$ cat src/rtl/loom_emu_clkseq.sv
// Multi-domain emulation sequencer: run/stop/step FSM, divided clock enables, cycle counter, sticky IRQs.
// Optional breakpoint registers are compiled in when LOOM_EMU_BREAKPOINT_EN is defined.
module loom_emu_clkseq #(
    parameter int N_DOMAINS   = 2,
    parameter int N_DPI_FUNCS = 1,
    parameter int CNT_W       = 64,
    parameter int DIV_W       = 16
) (
    input  logic                   clk_i,
    input  logic                   rst_i,
    input  logic                   reg_req_i,
    input  logic                   reg_we_i,
    input  logic [7:0]             reg_addr_i,
    input  logic [31:0]            reg_wdata_i,
    output logic [31:0]            reg_rdata_o,
    output logic                   reg_ack_o,
    input  logic [N_DPI_FUNCS-1:0] dpi_stall_i,
    output logic [N_DOMAINS-1:0]   emu_clk_en_o,
    output logic                   dut_rst_no,
    output logic [CNT_W-1:0]       cycle_count_o,
    output logic                   irq_o
);

    typedef enum logic [2:0] {
        IDLE     = 3'd0,
        RUNNING  = 3'd1,
        FROZEN   = 3'd2,
        STEPPING = 3'd3
    } state_t;

    typedef enum logic [7:0] {
        CMD_START = 8'h01,
        CMD_STOP  = 8'h02,
        CMD_STEP  = 8'h03,
        CMD_RESET = 8'h04
    } cmd_t;

    typedef enum logic [5:0] {
        A_STATUS     = 6'h00,
        A_CONTROL    = 6'h01,
        A_CYCLE_LO   = 6'h02,
        A_CYCLE_HI   = 6'h03,
        A_STEP_COUNT = 6'h04,
        A_DUT_RESET  = 6'h05,
        A_IRQ_STATUS = 6'h06,
        A_IRQ_ENABLE = 6'h07,
        A_BREAK_LO   = 6'h08,
        A_BREAK_HI   = 6'h09
    } addr_t;

    state_t             state, state_next;
    logic               cmd_valid;
    logic [7:0]         cmd_code;
    logic [CNT_W-1:0]   cycle;
    logic [31:0]        step_count, remaining, rem_after;
    logic [DIV_W-1:0]   div_reg [N_DOMAINS];
    logic [DIV_W-1:0]   div_cnt [N_DOMAINS];
    logic [2:0]         irq_status, irq_enable, irq_set;
    logic               dut_rst_n;
    logic               tick;
    logic               access, wr;
    logic [5:0]         word;
    logic [31:0]        rd_val;
    logic [63:0]        cycle64;
    logic [N_DOMAINS-1:0] div_wr;
    logic               is_start, is_stop, is_step, is_reset;
    logic               unused_addr;
`ifdef LOOM_EMU_BREAKPOINT_EN
    logic [63:0]        brk;
    logic               bp_hit;
`endif

    assign access      = reg_req_i & ~reg_ack_o;
    assign wr          = access & reg_we_i;
    assign word        = reg_addr_i[7:2];
    assign unused_addr = ^reg_addr_i[1:0];
    assign cycle64     = 64'(cycle);

    assign is_start = cmd_valid && (cmd_code == CMD_START);
    assign is_stop  = cmd_valid && (cmd_code == CMD_STOP);
    assign is_step  = cmd_valid && (cmd_code == CMD_STEP);
    assign is_reset = cmd_valid && (cmd_code == CMD_RESET);

    assign tick = ((state == RUNNING) || ((state == STEPPING) && (remaining != '0)))
                  && !(|dpi_stall_i);
    assign rem_after = tick ? remaining - 32'd1 : remaining;

`ifdef LOOM_EMU_BREAKPOINT_EN
    assign bp_hit = tick && (64'(cycle + 1'b1) == brk);
`endif

    always_comb begin
        for (int unsigned d = 0; d < N_DOMAINS; d++) begin
            emu_clk_en_o[d] = tick && (div_cnt[d] == '0);
            div_wr[d]       = wr && (word == 6'(16 + d));
        end
    end

    always_comb begin
        rd_val = 32'hDEAD_BEEF;
        case (word)
            A_STATUS:     rd_val = 32'(state);
            A_CONTROL:    rd_val = '0;
            A_CYCLE_LO:   rd_val = cycle64[31:0];
            A_CYCLE_HI:   rd_val = cycle64[63:32];
            A_STEP_COUNT: rd_val = step_count;
            A_DUT_RESET:  rd_val = '0;
            A_IRQ_STATUS: rd_val = 32'(irq_status);
            A_IRQ_ENABLE: rd_val = 32'(irq_enable);
`ifdef LOOM_EMU_BREAKPOINT_EN
            A_BREAK_LO:   rd_val = brk[31:0];
            A_BREAK_HI:   rd_val = brk[63:32];
`endif
            default: begin
                for (int unsigned d = 0; d < N_DOMAINS; d++)
                    if (word == 6'(16 + d)) rd_val = 32'(div_reg[d]);
            end
        endcase
    end

    always_comb begin
        state_next = state;
        irq_set    = '0;
        case (state)
            IDLE: begin
                if (is_start)     state_next = RUNNING;
                else if (is_step) state_next = STEPPING;
            end
            RUNNING: begin
                if (is_stop)       state_next = FROZEN;
                else if (is_reset) state_next = IDLE;
            end
            FROZEN: begin
                if (is_start)      state_next = RUNNING;
                else if (is_step)  state_next = STEPPING;
                else if (is_reset) state_next = IDLE;
            end
            STEPPING: begin
                // expiry wins over a concurrent STOP so the step-done flag is not lost
                if (rem_after == '0) begin
                    state_next = FROZEN;
                    irq_set[1] = 1'b1;
                end else if (is_stop) begin
                    state_next = FROZEN;
                end
            end
            default: state_next = IDLE;
        endcase
`ifdef LOOM_EMU_BREAKPOINT_EN
        if (bp_hit) begin
            state_next = FROZEN;
            irq_set[2] = 1'b1;
        end
`endif
        if (state_next != state) irq_set[0] = 1'b1;
    end

    always_ff @(posedge clk_i or posedge rst_i) begin
        if (rst_i) begin
            state     <= IDLE;
            cmd_valid <= 1'b0;
            cmd_code  <= '0;
            remaining <= '0;
            cycle     <= '0;
        end else begin
            state     <= state_next;
            cmd_valid <= wr && (word == A_CONTROL);
            if (wr && (word == A_CONTROL)) cmd_code <= reg_wdata_i[7:0];
            if ((state_next == STEPPING) && (state != STEPPING))
                remaining <= step_count;
            else if ((state == STEPPING) && tick)
                remaining <= remaining - 32'd1;
            if (state_next == IDLE) cycle <= '0;
            else if (tick)          cycle <= cycle + 1'b1;
        end
    end

    always_ff @(posedge clk_i or posedge rst_i) begin
        if (rst_i) begin
            for (int unsigned d = 0; d < N_DOMAINS; d++) begin
                div_reg[d] <= '0;
                div_cnt[d] <= '0;
            end
        end else begin
            for (int unsigned d = 0; d < N_DOMAINS; d++) begin
                if (div_wr[d]) begin
                    div_reg[d] <= reg_wdata_i[DIV_W-1:0];
                    div_cnt[d] <= '0;
                end else if (tick) begin
                    div_cnt[d] <= (div_cnt[d] == div_reg[d]) ? '0 : div_cnt[d] + 1'b1;
                end
            end
        end
    end

    always_ff @(posedge clk_i or posedge rst_i) begin
        if (rst_i) begin
            step_count  <= 32'd1;
            irq_status  <= '0;
            irq_enable  <= '0;
            dut_rst_n   <= 1'b0;
            reg_ack_o   <= 1'b0;
            reg_rdata_o <= '0;
`ifdef LOOM_EMU_BREAKPOINT_EN
            brk         <= '1;
`endif
        end else begin
            reg_ack_o <= access;
            if (access && !reg_we_i) reg_rdata_o <= rd_val;
            if (wr && (word == A_STEP_COUNT)) step_count <= reg_wdata_i;
            if (wr && (word == A_IRQ_ENABLE)) irq_enable <= reg_wdata_i[2:0];
            irq_status <= (irq_status & ~((wr && (word == A_IRQ_STATUS)) ? reg_wdata_i[2:0] : 3'b000))
                          | irq_set;
            if (wr && (word == A_DUT_RESET)) begin
                if (reg_wdata_i[0])      dut_rst_n <= 1'b0;
                else if (reg_wdata_i[1]) dut_rst_n <= 1'b1;
            end
`ifdef LOOM_EMU_BREAKPOINT_EN
            if (wr && (word == A_BREAK_LO)) brk[31:0]  <= reg_wdata_i;
            if (wr && (word == A_BREAK_HI)) brk[63:32] <= reg_wdata_i;
`endif
        end
    end

    assign dut_rst_no    = dut_rst_n;
    assign cycle_count_o = cycle;
    assign irq_o         = |(irq_status & irq_enable);

endmodule

$ cat config.mk
export PLATFORM = sky130hd
export DESIGN_NAME = loom_emu_clkseq
export DESIGN_NICKNAME = d
export VERILOG_FILES = /design/src/rtl/loom_emu_clkseq.sv
export SDC_FILE = /design/constraint.sdc
export NUM_CORES = 1
export LEC_CHECK = 0
export CORE_ASPECT_RATIO = 0.8
export CORE_UTILIZATION = 40
export CTS_CLUSTER_DIAMETER = 40
export DETAILED_ROUTE_END_ITERATION = 6
export SYNTH_ARGS = -nofsm -noshare
export SYNTH_HDL_FRONTEND = slang
export SYNTH_SLANG_ARGS = --single-unit
$ cat constraint.sdc
create_clock -name clk_i -period 12.8 [get_ports clk_i]
set_clock_uncertainty 0.1 [all_clocks]
set_input_delay 2.56 -clock clk_i [delete_from_list [all_inputs] [get_ports clk_i]]
set_output_delay 2.56 -clock clk_i [all_outputs]
set_load 0.005 [all_outputs]
## Yosys cells after proc, flatten, opt, wreduce, memory -nomap -nowiden

Cells that the tools add are included.

- $add $sub $neg: 4
- $mul: 0
- Div/mod/pow operators: 0
- Order comparisons: 0
- Eq/ne operators: 21
- Shifts and indexed selects: 0
- Muxes and demuxes: 29
- Bitwise operators: 7
- Reduce and logical (&&, ||, !) cells: 36

Operators by type and width:

| kind | count |
|---|---|
| 32-bit case mux with 7 select lines | 1 |
| 32-bit 2-to-1 mux | 5 |
| 64-bit 2-to-1 mux | 2 |
| 16-bit 2-to-1 mux | 6 |
| 64-bit by 1-bit adder with 64-bit output (second input constant) | 1 |
| 16-bit by 1-bit adder with 16-bit output (second input constant) | 2 |
| 16-bit == test | 2 |
| 16-bit zero test | 2 |
| 32-bit zero test | 1 |
| 32-bit nonzero test | 1 |
| 32-bit by 1-bit subtractor with 32-bit output (second input constant) | 1 |
| 3-bit 2-to-1 mux | 9 |
| 6-bit by 3-bit == test with 1-bit output (second input constant) | 4 |
| 1-bit logical AND | 18 |
| 8-bit by 2-bit == test with 1-bit output (second input constant) | 2 |
| 6-bit by 2-bit == test with 1-bit output (second input constant) | 2 |
| 6-bit by 5-bit == test with 1-bit output (second input constant) | 2 |
| 3-bit case mux with 4 select lines | 1 |
| 2-bit nonzero test | 5 |
| 3-bit by 2-bit == test with 1-bit output (second input constant) | 3 |
| 8-bit by 1-bit == test with 1-bit output (second input constant) | 1 |
| 8-bit by 3-bit == test with 1-bit output (second input constant) | 1 |
| 3-bit bitwise AND | 2 |
| 6-bit by 1-bit == test with 1-bit output (second input constant) | 1 |
| other kinds (15) | 22 |

- Register bits after elaboration: 244
- Latch bits: 0
- Memory bits (writable): 0
- ROM bits: 0
- Output and inout bits: 101
- Logic and storage cells: 112
- Memories: 0

## Depth between registers and ports, before layout

Gate-level depths: netlist of the first run.

- Depth in word-level cells: 11
- Gate-level depth with buffers: 11
- Mapped depth without buffers: 10

## Worst setup path before layout of the first run

OpenSTA, ideal clock, no wires.

- Path type: input -> output
- Start: in dpi_stall_i
- End: out emu_clk_en_o[0]
- Arrival time: 3.470 ns
- Setup slack: 6.670 ns
- Stages: 4
- Path through: nor3b_1 -> o31ai_4 -> buf_6 -> nor3_1

- Cells in the longest elaborated chain, start to end: 3

Ends and longest elaborated chain:

| element | RTL line | text |
|---|---|---|
| from (decl) | 17 | `input logic [N_DPI_FUNCS-1:0] dpi_stall_i,` |
| 1-bit zero test | 85 | `&& !(\|dpi_stall_i);` |
| 1-bit logical AND | 85 |  |
| 1-bit logical AND | 94 | `emu_clk_en_o[d] = tick && (div_cnt[d] == '0);` |
| to (decl) | 18 | `output logic [N_DOMAINS-1:0] emu_clk_en_o,` |

Every way passes these cells.

## Final worst setup path of the first run

Same ends and word-level chain as after synthesis.

==> impl_metrics.py, run 1 <==
metrics = {
    "synthesis": {
        "synthXorXnorAreaFrac_pct": 6.57,
        "synth.ff_latch_count": 244,
        "dominant_combinational_cell_family_by_area_after_synthesis": "simple AND/OR/NAND/NOR gates",
        "synth_area_sq_mm": 0.0132,
        "post_synth_inst_count": 1379,
        "post_synth_main_area_contributors": "dfrtp_1 (46%), mux2_2 (6.7%), xor2_1 (4.8%)",
        "number_of_flops_mapped_to_enable_cells_by_yosys": 0,
        "synthMostInstantiatedCell": "dfrtp_1",
        "synth-compound-area-share_pct": 14.5,
        "ys_types": 73,
        "synthDominantAreaCellType": "dfrtp_1",
        "synth_top_cell_area_share_pct": 46.1,
        "asyncSetResetFlopFracSynth_pct": 100,
        "synth.cells.most_frequent": "dfrtp_1 (243), nand2_1 (137), nor2_1 (134)",
        "synth_area_per_cell_sq_um": 9.57,
        "ys_seq_area_share_pct": 46.3,
        "synth.yosys.warnings": 0,
        "post_synth_fa_ha_maj_area_fraction_pct": 0.569,
        "synth_simple_gate_area_share_pct": 20.4,
        "mappedNetlistNets": 1430,
        "yosys-mux-area-fraction_pct": 7.88,
        "ys.flop_type": "dfrtp_1",
    },
    "route": {
        "routed_wire_length_per_instance_microns": 21.4,
        "detail_route.iter0.violations": 1058,
        "drtPass1Iterations": 5,
        "total_wirelength_microns": 41600,
        "via_count": 11400,
        "vias_per_cell": 5.86,
        "antenna_violating_nets_post_route": 0,
        "drc": 0,
    },
    "sta": {
        "count_of_final_hold_check_violations": 0,
        "post-route-min-period_ns": 7.03,
        "timing.hold.ws_ns": 0.379,
        "max_slew_margin_pct": 34.4,
        "post_route_fraction_of_the_period_consumed_by_the_critical_path_pct": 54.9,
        "final-max-slew-violation-count": 0,
        "grt_setup_unrepaired": "no",
        "finalSetupViolations": 0,
        "tightestPinTransition_ns": 0.975,
        "max_freq_ghz": 0.142,
        "setup_total_negative_slack_ns": 0,
    },
    "grt": {
        "grt_overflow": 0,
        "grt_antenna_before_repair": 0,
        "grt_pass1_wl_microns": 65000,
        "grt_use_met3_pct": 5.74,
        "grt_max_degree": 131,
        "top_usage_layer": "met1",
        "grt_use_met1_pct": 37.5,
        "grt_pass1_vias": 10800,
        "grtUsageTotal_pct": 25.1,
        "grt.met2_usage_pct": 36.3,
    },
    "clocking": {
        "h-tree-depth": 2,
        "cts_setup_buffers": 0,
        "hold_buffers": 0,
        "clock-sinks": 244,
        "tritoncts": "done",
        "postCtsResizedCells": 0,
        "cts.path.max_buffers": 3,
        "tritoncts.num_buffers": 39,
        "cts-root-buf": "clkbuf_16",
        "worst_setup_hold_path_clk_slew_ns": 0.06,
        "clkLatencyLatePin_ns": 0.53,
    },
    "layout": {
        "antenna_cells": 0,
        "share_of_final_layout_standard_cells_stronger_than_drive_strength_1_pct": 13.0,
        "final_net_count": 1542,
        "max_ffs_per_register": 64,
        "syn2layout_area_growth_pct": 23.5,
        "layoutNonFillerInstCount": 1947,
    },
    "run": {
        "cap_violations": 0,
    },
    "setup_path": {
        "critical_path_arrival_ns": 4.37,
        "crit_path_max_fanout": 11,
        "worst_path_largest_cell_delay_ns": 0.55,
        "cp_common_cell": "clkdlybuf4s50_1",
        "critPathRequiredTime_ns": 10.14,
        "critical_path_startpoint_category": "input port",
        "crit_path_top_delay_cell": "clkdlybuf4s50_1",
        "worst_setup_end_kind": "output port",
        "crit_chain": "clkdlybuf4s50_1, nor3b_1, buf_4, o31ai_4, nor3_1, clkdlybuf4s50_1",
        "criticalPathCategory": "input port to output port",
    },
    "floorplan": {
        "design.die.area_sq_mm": 0.0337,
        "die_h_microns": 164,
        "start_util_pct": 40.6,
        "placeable_core_region_sq_mm": 0.0325,
        "die_width_microns": 205,
        "floorplan.io_pins": 146,
        "rows": 59,
    },
    "power_and_ir_drop": {
        "cellPowerDensity_mw_per_mm2": 128,
        "ir_worst_vdd_v": 0.0000839,
        "design_power_total_mw": 2.08,
        "p_leak_nw": 6.81,
    },
    "place": {
        "globalplace.congestion": 0.932,
        "hpwl_after_detailed_placement_microns": 29400,
        "dp_cells": 1877,
        "placement.io_buffers": 143,
    },
    "min_path": {
        "worstHoldPathType": "register to register",
    },
    "status": {
        "status": "completed",
    },
}
==> through the flow <==
step                setup slack, ns  util (%)  area (sq um)
floorplan                      3.44         -         13200
global placement               5.68      46.0         14900
detailed placement             5.75      46.0         14900
CTS                            5.73      50.2         16300
global route                   5.68      50.2         16300
finish                         5.77      50.2         16300
==> critical path, delay by kind of cell <==
| family | cells | cell delay, ns |
|---|---|---|
| buffers and inverters | 3 | 1.19 |
| AND/OR/NAND/NOR | 2 | 0.46 |
| AO/OA/AOI/OAI | 1 | 0.16 |
==> cells by family (layout without fill, tap and decap cells) <==
| family | Yosys count | after routing |
|---|---|---|
| AOI/OAI and AO/OA | 292 | 292 |
| xor gates and xnor gates | 99 | 99 |
| adders and majority gates | 6 | 6 |
| buffers and inverters | 118 | 259 |
| DFF | 244 | 244 |
| muxes | 94 | 94 |
| other | 1 | 1 |
| and+or+nand+nor | 525 | 525 |
==> path summary, 6_finish.rpt <==
kind                                start         endpoint  slack, ns  cells after the start
setup / recovery              dpi_stall_i  emu_clk_en_o[0]       5.77                      6
hold / removal             reg_rdata_o[0]   reg_rdata_o[0]       0.38                      1
setup reg to reg             remaining[0]     remaining[5]       8.95                     12
hold reg to reg            reg_rdata_o[0]   reg_rdata_o[0]       0.38                      1
max in group asynchronous           rst_i    remaining[21]       7.87                      4
min in group asynchronous           rst_i      div_cnt[26]       2.55                      2
==> cells in the final DEF (no fill, tap or decap), types with 6 or more instances in the layout <==
master	count
xor2_1	73
a22o_1	13
o21ai_0	106
ha_1	6
nand3_1	42
and4_1	9
buf_4	17
or4_1	6
nor3_1	31
mux2i_1	15
a21oi_1	41
a222oi_1	7
a22oi_1	38
dfrtp_1	243
and2_1	7
nand4_1	33
nor2_1	133
o311ai_0	8
bufinv_16	6
nand2b_1	9
inv_6	7
mux2_2	79
a31oi_1	25
nand2_1	137
xnor2_1	26
a221o_1	10
and3_1	30
or3_1	11
clkdlybuf4s50_1	143
inv_1	28
nor4_1	31
clkbuf_16	39
==> where the power goes <==
group / switching [mW] / internal, mW / leakage, nW
clock network: 0.400 / 0.695 / 0.644
registers: 0.0313 / 0.801 / 3.18
logic: 0.0796 / 0.0754 / 2.99
total: 0.511 / 1.57 / 6.81
==> final cells by class <==
cell class	count	area, sq um
Fill cell	3026	16200
Timing Repair Buffer	160	1560
Tap cell	427	534
Multi-Input combinational cell	1017	6630
Inverter	29	116
Sequential cell	244	6110
Clock inverter	26	337
Clock buffer	44	1000
==> layer usage <==
metal	routed length [microns]	vias up	share of wire, %
met5	0	-	0
met4	820	0	2.0
met3	3220	61	7.7
met2	18100	416	44
met1	19400	5702	47
li1	-	5239	-
Power figures use the tool's default switching activity.
==> run 2, diff against run 1 <==
- clock period: 12.8 -> 6.59 ns (I/O delays scaled with it)
==> run 2 against run 1 <==
Core utilization is 0.29 points higher; routed wire length is 0.48% lower; first-iteration DRC count is 14% higher; setup slack worse by 3.8 ns; critical endpoint is now div_cnt[4]; largest cell class unchanged; largest power group unchanged.
==> impl_metrics.py, run 2 (synthesis gave the netlist of run 1 again) <==
metrics = {
    "status": {
        "status": "completed",
    },
    "sta": {
        "grt_setup_unrepaired": "no",
        "max_freq_ghz": 0.216,
        "count_of_final_hold_check_violations": 0,
        "finalSetupViolations": 0,
        "post_route_fraction_of_the_period_consumed_by_the_critical_path_pct": 70.4,
        "post-route-min-period_ns": 4.64,
        "setup_total_negative_slack_ns": 0,
        "final-max-slew-violation-count": 0,
        "max_slew_margin_pct": 19.5,
        "tightestPinTransition_ns": 1.20,
    },
    "layout": {
        "n_fill_cell": 3009,
        "final_net_count": 1547,
        "layout.core_utilization_pct": 50.4,
        "layout.cells.most_common": "dfrtp_1",
        "max_ffs_per_register": 64,
        "share_of_final_layout_standard_cells_stronger_than_drive_strength_1_pct": 13.5,
        "syn2layout_area_growth_pct": 24.2,
        "antenna_cells": 0,
        "final_cell_mix": "dfrtp_1 (243), clkdlybuf4s50_1 (143), nand2_1 (137)",
    },
    "floorplan": {
        "die_h_microns": 164,
        "start_util_pct": 40.6,
        "floorplan.io_pins": 146,
        "rows": 59,
        "design.die.area_sq_mm": 0.0337,
        "die_width_microns": 205,
        "placeable_core_region_sq_mm": 0.0325,
    },
    "setup_path": {
        "crit_path_top_delay_cell": "and2_1",
        "worst_setup_end_kind": "register",
        "critical_path_startpoint_category": "input port",
        "startpoint": "reg_addr_i[3]",
        "critical_path.reg2reg.startpoint": "remaining[0]",
        "crit_path_max_fanout": 19,
        "critPathBufInv": 1,
        "critPathRequiredTime_ns": 6.96,
        "crit_chain": "clkdlybuf4s50_1, nor4_1, and2_1, nand3_1, and2_2, or4b_2, nand2_1",
        "criticalPathCategory": "input port to register",
        "critical_path_arrival_ns": 5.01,
        "worst_path_largest_cell_delay_ns": 0.72,
        "critPathTopFamily": "simple AND/OR/NAND/NOR gates",
    },
    "clocking": {
        "cts.path.max_buffers": 3,
        "tritoncts.num_buffers": 41,
        "tritoncts": "done",
        "h-tree-depth": 2,
        "hold_buffers": 0,
        "cts-root-buf": "clkbuf_16",
        "clkLatencyLatePin_ns": 0.54,
        "worst_setup_hold_path_clk_slew_ns": 0.06,
        "clock-sinks": 244,
        "postCtsResizedCells": 0,
        "cts_setup_buffers": 0,
    },
    "grt": {
        "grt_pass1_wl_microns": 63500,
        "grt_antenna_before_repair": 0,
        "grt_max_degree": 102,
        "grtUsageTotal_pct": 24.6,
        "grt_overflow": 0,
        "grt_pass1_vias": 10600,
    },
    "route": {
        "via_count": 11400,
        "detail_route.iter0.violations": 1208,
        "routed_wire_length_per_instance_microns": 21.2,
        "vias_per_cell": 5.86,
        "total_wirelength_microns": 41400,
        "drc": 0,
        "antenna_violating_nets_post_route": 0,
        "drtPass1Iterations": 6,
    },
    "min_path": {
        "worstHoldPathType": "register to register",
        "worst_min_delay_path_startpoint": "reg_rdata_o[0]",
    },
    "power_and_ir_drop": {
        "cellPowerDensity_mw_per_mm2": 250,
        "ir_worst_vdd_v": 0.000166,
        "p_leak_nw": 6.86,
    },
    "place": {
        "globalplace.congestion": 0.883,
        "placement.io_buffers": 143,
        "hpwl_after_detailed_placement_microns": 29500,
    },
    "run": {
        "cap_violations": 0,
    },
}
run 2: area by class of cell:
| type | count | area (sq um) | share of cell area [%] |
|---|---|---|---|
| Tap cell | 427 | 534 | 3.26 |
| Inverter | 29 | 113 | 0.687 |
| Timing Repair Buffer | 163 | 1590 | 9.73 |
| Sequential cell | 244 | 6110 | 37.3 |
| Clock inverter | 27 | 303 | 1.85 |
| Multi-Input combinational cell | 1017 | 6630 | 40.5 |
| Clock buffer | 47 | 1100 | 6.71 |
run 2: routing by layer:
metal	vias to the layer above	share of wire, %	track usage (%)	wire length [microns]
met2	412	42	33.9	17400
met3	65	7.9	4.56	3270
met5	-	0	0	0
met4	0	2.5	7.88	1020
met1	5702	48	38.1	19700
li1	5263	-	-	-
run 2: path summary, 6_finish.rpt:
kind | endpoint | slack [ns] | cells after the start
worst max-delay path | div_cnt[4] | 1.95 | 7
worst min-delay path | reg_rdata_o[0] | 0.38 | 1
worst max register to register | remaining[2] | 2.78 | 11
worst min register to register | reg_rdata_o[0] | 0.38 | 1
max in group asynchronous | reg_rdata_o[19] | 3.92 | 3
min in group asynchronous | div_cnt[28] | 1.23 | 2
run 2: power by group:
part,leakage (nW),total (mW),switching (mW),internal [mW]
Sequential,3.18,1.62,0.0620,1.56
Clock,0.679,2.17,0.800,1.37
Combinational,3.00,0.303,0.155,0.148
Total,6.86,4.09,1.02,3.08
run 2: through the flow:
stage / hold WS [ns] / total power, mW / std cells / setup WS, ns / area (sq um)
floorplan: 0.356 / 1.78 / 1379 / 1.97 / 13200
global placement: 0.362 / 1.94 / 1880 / 1.55 / 15000
detailed placement: 0.366 / 1.95 / 1880 / 1.49 / 15000
CTS: 0.377 / 4.12 / 1954 / 1.91 / 16400
global route: 0.405 / 4.22 / 1954 / 1.76 / 16400
finish: 0.375 / 4.09 / 1954 / 1.95 / 16400
